$ cat config.mk
export PLATFORM = sky130hd
export DESIGN_NAME = mem_port_ctrl
export DESIGN_NICKNAME = d
export VERILOG_FILES = /design/src/rtl/mem_port_ctrl.sv
export SDC_FILE = /design/constraint.sdc
export NUM_CORES = 1
export LEC_CHECK = 0
export CORE_UTILIZATION = 44
export DETAILED_ROUTE_END_ITERATION = 10
export GPL_ROUTABILITY_DRIVEN = 0
export HOLD_SLACK_MARGIN = 0.06
export PLACE_DENSITY = 0.81
export RECOVER_POWER = 25
export SLEW_MARGIN = 20
export SYNTH_ARGS = -nofsm -noshare
export SYNTH_HDL_FRONTEND = slang
export SYNTH_SLANG_ARGS = --single-unit
export TNS_END_PERCENT = 20
$ cat constraint.sdc
create_clock -name clk -period 2 [get_ports clk]
set_input_delay 0.2 -clock clk [delete_from_list [all_inputs] [get_ports clk]]
set_output_delay 0.2 -clock clk [all_outputs]
set_load 0.005 [all_outputs]
$ cat src/rtl/mem_port_ctrl.sv
// mem_port_ctrl: single-port memory initiator arbitrating instruction fetch and
// load/store traffic, with a fixed two-cycle request-to-response latency.
module mem_port_ctrl #(
  parameter int unsigned DATA_BASE   = 255,
  parameter int unsigned MEM_AW      = 9,
  parameter int unsigned MAX_DSTREAK = 2
) (
  input  logic              clk,
  input  logic              rst,
  input  logic              ireq_valid,
  input  logic [MEM_AW-1:0] ireq_addr,
  output logic              ireq_ready,
  input  logic              dreq_valid,
  input  logic              dreq_we,
  input  logic [2:0]        dreq_funct3,
  input  logic [5:0]        dreq_addr,
  input  logic [31:0]       dreq_wdata,
  output logic              dreq_ready,
  output logic              instr_valid,
  output logic [31:0]       instr,
  output logic              dresp_valid,
  output logic [31:0]       dresp_rdata,
  output logic              dresp_err,
  output logic              mem_read,
  output logic              mem_write,
  output logic [2:0]        mem_func,
  output logic [MEM_AW-1:0] mem_addr,
  output logic [31:0]       mem_wdata,
  input  logic [31:0]       mem_rdata
);

  localparam int unsigned SW = $clog2(MAX_DSTREAK + 2);

  localparam logic [2:0] F3_B  = 3'b000;
  localparam logic [2:0] F3_H  = 3'b001;
  localparam logic [2:0] F3_W  = 3'b010;
  localparam logic [2:0] F3_BU = 3'b100;
  localparam logic [2:0] F3_HU = 3'b101;

  logic [SW-1:0]     streak_q, streak_d;
  logic              cmd_valid_q, cmd_valid_d;
  logic              cmd_fetch_q, cmd_fetch_d;
  logic              cmd_we_q, cmd_we_d;
  logic              cmd_err_q, cmd_err_d;
  logic [2:0]        cmd_funct3_q, cmd_funct3_d;
  logic              mem_read_q, mem_read_d;
  logic              mem_write_q, mem_write_d;
  logic [2:0]        mem_func_q, mem_func_d;
  logic [MEM_AW-1:0] mem_addr_q, mem_addr_d;
  logic [31:0]       mem_wdata_q, mem_wdata_d;
  logic              instr_valid_q, instr_valid_d;
  logic [31:0]       instr_q, instr_d;
  logic              dresp_valid_q, dresp_valid_d;
  logic [31:0]       dresp_rdata_q, dresp_rdata_d;
  logic              dresp_err_q, dresp_err_d;

  logic              fetch_prio_c;
  logic              igrant_c, dgrant_c;
  logic              d_illegal_c, d_misalign_c, d_err_c;
  logic [MEM_AW-1:0] d_addr_c;

  // Arbitration: data first, unless a waiting fetch has seen MAX_DSTREAK data grants.
  always_comb begin
    fetch_prio_c = ireq_valid && (streak_q == SW'(MAX_DSTREAK));
    dgrant_c     = rst && dreq_valid && !fetch_prio_c;
    igrant_c     = rst && ireq_valid && !dgrant_c;
    streak_d     = streak_q;
    if (!ireq_valid || igrant_c) begin
      streak_d = '0;
    end else if (dgrant_c) begin
      streak_d = streak_q + SW'(1);
    end
  end

  assign ireq_ready = igrant_c;
  assign dreq_ready = dgrant_c;

  // Data request decode; alignment is judged on the offset, not the physical address.
  always_comb begin
    if (dreq_we) begin
      d_illegal_c = dreq_funct3[2] || (dreq_funct3[1:0] == 2'b11);
    end else begin
      d_illegal_c = (dreq_funct3[1:0] == 2'b11) || (dreq_funct3 == 3'b110);
    end
    d_misalign_c = ((dreq_funct3[1:0] == 2'b01) && dreq_addr[0]) ||
                   ((dreq_funct3[1:0] == 2'b10) && (dreq_addr[1:0] != 2'b00));
    d_err_c      = d_illegal_c || d_misalign_c;
    d_addr_c     = MEM_AW'(dreq_addr) + MEM_AW'(DATA_BASE);
  end

  // Command stage: the accepted request drives the memory port for one cycle.
  always_comb begin
    cmd_valid_d  = igrant_c || dgrant_c;
    cmd_fetch_d  = igrant_c;
    cmd_we_d     = dgrant_c && dreq_we;
    cmd_funct3_d = dgrant_c ? dreq_funct3 : F3_W;
    cmd_err_d    = dgrant_c && d_err_c;
    mem_read_d   = igrant_c || (dgrant_c && !dreq_we && !d_err_c);
    mem_write_d  = dgrant_c && dreq_we && !d_err_c;
    mem_func_d   = mem_func_q;
    mem_addr_d   = mem_addr_q;
    mem_wdata_d  = mem_wdata_q;
    if (igrant_c) begin
      mem_func_d = 3'b010;
      mem_addr_d = ireq_addr;
    end else if (dgrant_c) begin
      mem_func_d  = dreq_we ? {1'b0, dreq_funct3[1:0]} : 3'b010;
      mem_addr_d  = d_addr_c;
      mem_wdata_d = dreq_wdata;
    end
  end

  // Response stage: byte-swap fetches, extend loads, acknowledge stores and errors.
  always_comb begin
    instr_valid_d = cmd_valid_q && cmd_fetch_q;
    dresp_valid_d = cmd_valid_q && !cmd_fetch_q;
    dresp_err_d   = cmd_valid_q && !cmd_fetch_q && cmd_err_q;
    instr_d       = instr_q;
    dresp_rdata_d = dresp_rdata_q;
    if (instr_valid_d) begin
      instr_d = {mem_rdata[7:0], mem_rdata[15:8], mem_rdata[23:16], mem_rdata[31:24]};
    end
    if (dresp_valid_d) begin
      dresp_rdata_d = '0;
      if (!cmd_we_q && !cmd_err_q) begin
        unique case (cmd_funct3_q)
          F3_B:    dresp_rdata_d = {{24{mem_rdata[31]}}, mem_rdata[31:24]};
          F3_BU:   dresp_rdata_d = {24'd0, mem_rdata[31:24]};
          F3_H:    dresp_rdata_d = {{16{mem_rdata[31]}}, mem_rdata[31:16]};
          F3_HU:   dresp_rdata_d = {16'd0, mem_rdata[31:16]};
          F3_W:    dresp_rdata_d = mem_rdata;
          default: dresp_rdata_d = '0;
        endcase
      end
    end
  end

  always_ff @(posedge clk or negedge rst) begin
    if (!rst) begin
      streak_q      <= '0;
      cmd_valid_q   <= 1'b0;
      cmd_fetch_q   <= 1'b0;
      cmd_we_q      <= 1'b0;
      cmd_err_q     <= 1'b0;
      cmd_funct3_q  <= '0;
      mem_read_q    <= 1'b0;
      mem_write_q   <= 1'b0;
      mem_func_q    <= '0;
      mem_addr_q    <= '0;
      mem_wdata_q   <= '0;
      instr_valid_q <= 1'b0;
      instr_q       <= '0;
      dresp_valid_q <= 1'b0;
      dresp_rdata_q <= '0;
      dresp_err_q   <= 1'b0;
    end else begin
      streak_q      <= streak_d;
      cmd_valid_q   <= cmd_valid_d;
      cmd_fetch_q   <= cmd_fetch_d;
      cmd_we_q      <= cmd_we_d;
      cmd_err_q     <= cmd_err_d;
      cmd_funct3_q  <= cmd_funct3_d;
      mem_read_q    <= mem_read_d;
      mem_write_q   <= mem_write_d;
      mem_func_q    <= mem_func_d;
      mem_addr_q    <= mem_addr_d;
      mem_wdata_q   <= mem_wdata_d;
      instr_valid_q <= instr_valid_d;
      instr_q       <= instr_d;
      dresp_valid_q <= dresp_valid_d;
      dresp_rdata_q <= dresp_rdata_d;
      dresp_err_q   <= dresp_err_d;
    end
  end

  assign mem_read    = mem_read_q;
  assign mem_write   = mem_write_q;
  assign mem_func    = mem_func_q;
  assign mem_addr    = mem_addr_q;
  assign mem_wdata   = mem_wdata_q;
  assign instr_valid = instr_valid_q;
  assign instr       = instr_q;
  assign dresp_valid = dresp_valid_q;
  assign dresp_rdata = dresp_rdata_q;
  assign dresp_err   = dresp_err_q;

endmodule

==> key figures <==
Synthesis
  • Top cells by area, synth: dfrtp_1 (59%), nand2_1 (9.9%), mux2_2 (5.2%)
  • Post-synth EDFFs: 0
  • Yosys cell types: about 50
  • Synth top area share: 0.5860
  • Mapped Cells: 486
  • Asr flop ratio synth: 1.000
  • #FFs+latches synth: 121
  • Sequential cell area fraction in the yosys report: 0.5860
  • Syn. warnings: 0
  • Syn nets: between 500 and 600
  • Mean Syn Cell Area: ~11 um2
  • Syn Std Cell Area: between 5000 and 6000 um2
  • Primary FF master, synth: dfrtp_1
  • Synth area leader: dfrtp_1

CTS
  • CTS tree: yes
  • H-Tree Depth: 4
  • Clk_lat worst skew: 400 ps
  • Total CTS buffers: 17
  • CTS Sinks: about 120
  • Root Driver: clkbuf_16
  • Clock Path Buffers: 2
  • Clock-pin transition on the worst setup and hold timing paths: around 50 ps

STA
  • Setup ws final: roughly 70 ps
  • Slew headroom: 0.2827
  • Max-slew violations: 0
  • Period utilization: 0.9651
  • Highest clock rate: 0.5181 GHz
  • Minimum clock period: 1930 ps
  • Hold slack: roughly 160 ps
  • Slew @ Worst Pin: approximately 1100 ps
  • Final count of hold timing violations: 0
  • Final Skew: roughly 9.4 ps
  • Final Setup Violations: 0

Global route
  • Number of global-route vias before repair: ~4500
  • Pin count of the biggest net entering global routing: 80
  • Initial antenna violation count: 0
  • GRT Residual Overflow: 0
  • Gr usage total: 0.2566
  • First-pass GRT wire length: between 20 and 25 mm

Place
  • DP HPWL: around 11 mm
  • Post-Place Worst Slack: 146.6 ps
  • Input/output buffers: 200
  • Placed cells: about 810
  • Post-placement cell area: ~7300 um2

Worst setup path
  • Startpoint types: register
  • R2R Path End: mem_addr[0]
  • Crit. End Element: primary output
  • R2R setup slack: ~160 ps
  • Reg2reg path depth: 8
  • Setup CP Type: register to primary output
  • Critical path arrival: between 1500 and 2000 ps
  • WP data required: 1800 ps
  • Worst Path Max Fanout: 2
  • Reg2reg start: streak_q[0]

Power and ir drop
  • Peak VDD IR: between 400 and 500 uV
  • Tot Pwr: approximately 0.0078 W
  • Lkg Pwr: roughly 3.6 nW
  • Pwr/cell area: 986.9 nW/um2

Floorplan
  • Starting Density: 0.4526
  • I/O pins: between 200 and 250
  • Core ar.: approximately 11000 um2
  • Die height: between 100 and 150 um
  • Die area: ~12000 um2
  • DIE WIDTH: around 110 um
  • FP Rows: 39

Detailed routing
  • Final WL: 15.04 mm
  • Drt drc: 0
  • DRT iter0 DRCs: around 230
  • WL/cell: 17.75 um
  • Via count: between 4000 and 5000
  • DRT Pass-1 Iters: 4
  • Detail Route Antenna Nets: 0
  • Vias/cell: 5.249

Cells and area
  • Layout cells sized above 1: 0.1406
  • Inserted Diodes: 0
  • Final Instance Area: a little under 8000 um2
  • Post-layout nets: roughly 800
  • Final Non-Filler Cells: roughly 850
  • Synth-to-Final Area Change: 52.23%

Min path
  • Hold Crit Class: input port to async pin

Status
  • Run status: finished clean

Job
  • Max-Cap Viols: 0
[sequential cells by signal (all words and copies together) (netlist names), 2 cells and up]
register,cells
dresp_rdata,32
instr,32
mem_wdata,32
mem_addr,9
cmd_funct3_q,3
mem_func,2
streak_q,2
[per-stage QoR]
step,setup TNS (ps),utilization
detailed placement,0,0.6363
global placement,0,0.6363
global route,-2.686,0.6889
finish,0,0.6889
floorplan,0,-
CTS,0,0.6899
[placed cells by master (no fill, tap or decap), types with 7 or more instances in the layout]
| cell | count |
|---|---|
| clkdlybuf4s50_1 | 198 |
| nand2_1 | 136 |
| dfrtp_1 | 121 |
| o21ai_0 | 27 |
| mux2_2 | 24 |
| inv_1 | 18 |
| clkbuf_16 | 17 |
| a21oi_1 | 14 |
| buf_4 | 14 |
| a21oi_2 | 10 |
| o21ai_2 | 10 |
| o21ai_1 | 10 |
| a32o_1 | 9 |
| a211o_1 | 8 |
| a2bb2oi_1 | 7 |
[worst max path at each step]
stage | slack, ps | cells past startpoint | endpoint | start
detailed placement | 150 | 5 | ireq_ready | dreq_valid
CTS | 30 | 6 | dreq_ready | streak_q[0]
global route | -3 | 6 | dreq_ready | streak_q[0]
floorplan | 520 | 6 | mem_addr[7] | streak_q[0]
finish | 70 | 6 | dreq_ready | streak_q[0]
global placement | 200 | 5 | ireq_ready | dreq_valid
[layer usage]
metal  part of all wire  wire (um)  vias up  global-route usage
met5                  0          0        -                   0
met1               0.40       6050     2168              0.3173
met4              0.014        214        0             0.07425
li1                   -          -     2045                   -
met3              0.094       1416       20             0.09641
met2               0.49       7357      213              0.4193
[cell usage after synthesis, types with 2 or more instances]
master / n
buf_2: 8
xnor2_1: 2
a22o_1: 2
buf_6: 5
o21ai_0: 27
nand3_1: 3
ha_1: 3
xor2_1: 2
and2_1: 5
nor2b_1: 4
nand2_1: 136
inv_2: 2
clkbuf_1: 12
a22oi_1: 6
o21ai_1: 10
dfrtp_1: 121
buf_4: 3
a32o_1: 9
o21ai_2: 10
nor2_1: 5
a21oi_1: 14
a2bb2oi_1: 7
and2b_1: 6
nand2b_1: 2
mux2_2: 24
nand2_2: 2
a211o_1: 8
inv_1: 18
a21oi_2: 10
[timing repair]
action	4_1_cts	5_1_grt
gates resized for setup	3	1
cloned	0	0
setup endpoints to repair	2	1
hold buffers	1	0
pin swaps	1	0
setup buffers	3	1
endpoints found under the hold margin	42	0
[power breakdown]
| group | switching (W) | internal [W] |
|---|---|---|
| Clock | 0.00106 | 0.00192 |
| Sequential | 0.000228 | 0.00284 |
| Combinational | 0.000643 | 0.00107 |
[area by class of cell]
class | count | area [um2]
Clock buffer | 23 | 478.0
Clock inverter | 8 | 95.09
Fill cell | 852 | 3552
Inverter | 20 | 77.57
Multi-Input combinational cell | 314 | 1882
Sequential cell | 121 | 3028
Tap cell | 143 | 178.9
Timing Repair Buffer | 218 | 2127
[cell families after synthesis]
logic type,after synthesis,synth area share
xor gates and xnor gates,4,0.006781
AOI/OAI and AO/OA,111,0.1504
adders and majority gates,3,0.007265
DFF,121,0.5860
other,1,0.0007257
muxes,25,0.05424
and+or+nand+nor,170,0.1433
buffers and inverters,51,0.05133
[critical path, stage by stage, from the launching register on]
cell	delay (ps)
dfrtp_1	320
inv_1	60
ha_2	190
nand2_1	70
nand3_2	120
inv_4	70
clkdlybuf4s50_1	490
Power figures use the tool's default switching activity.
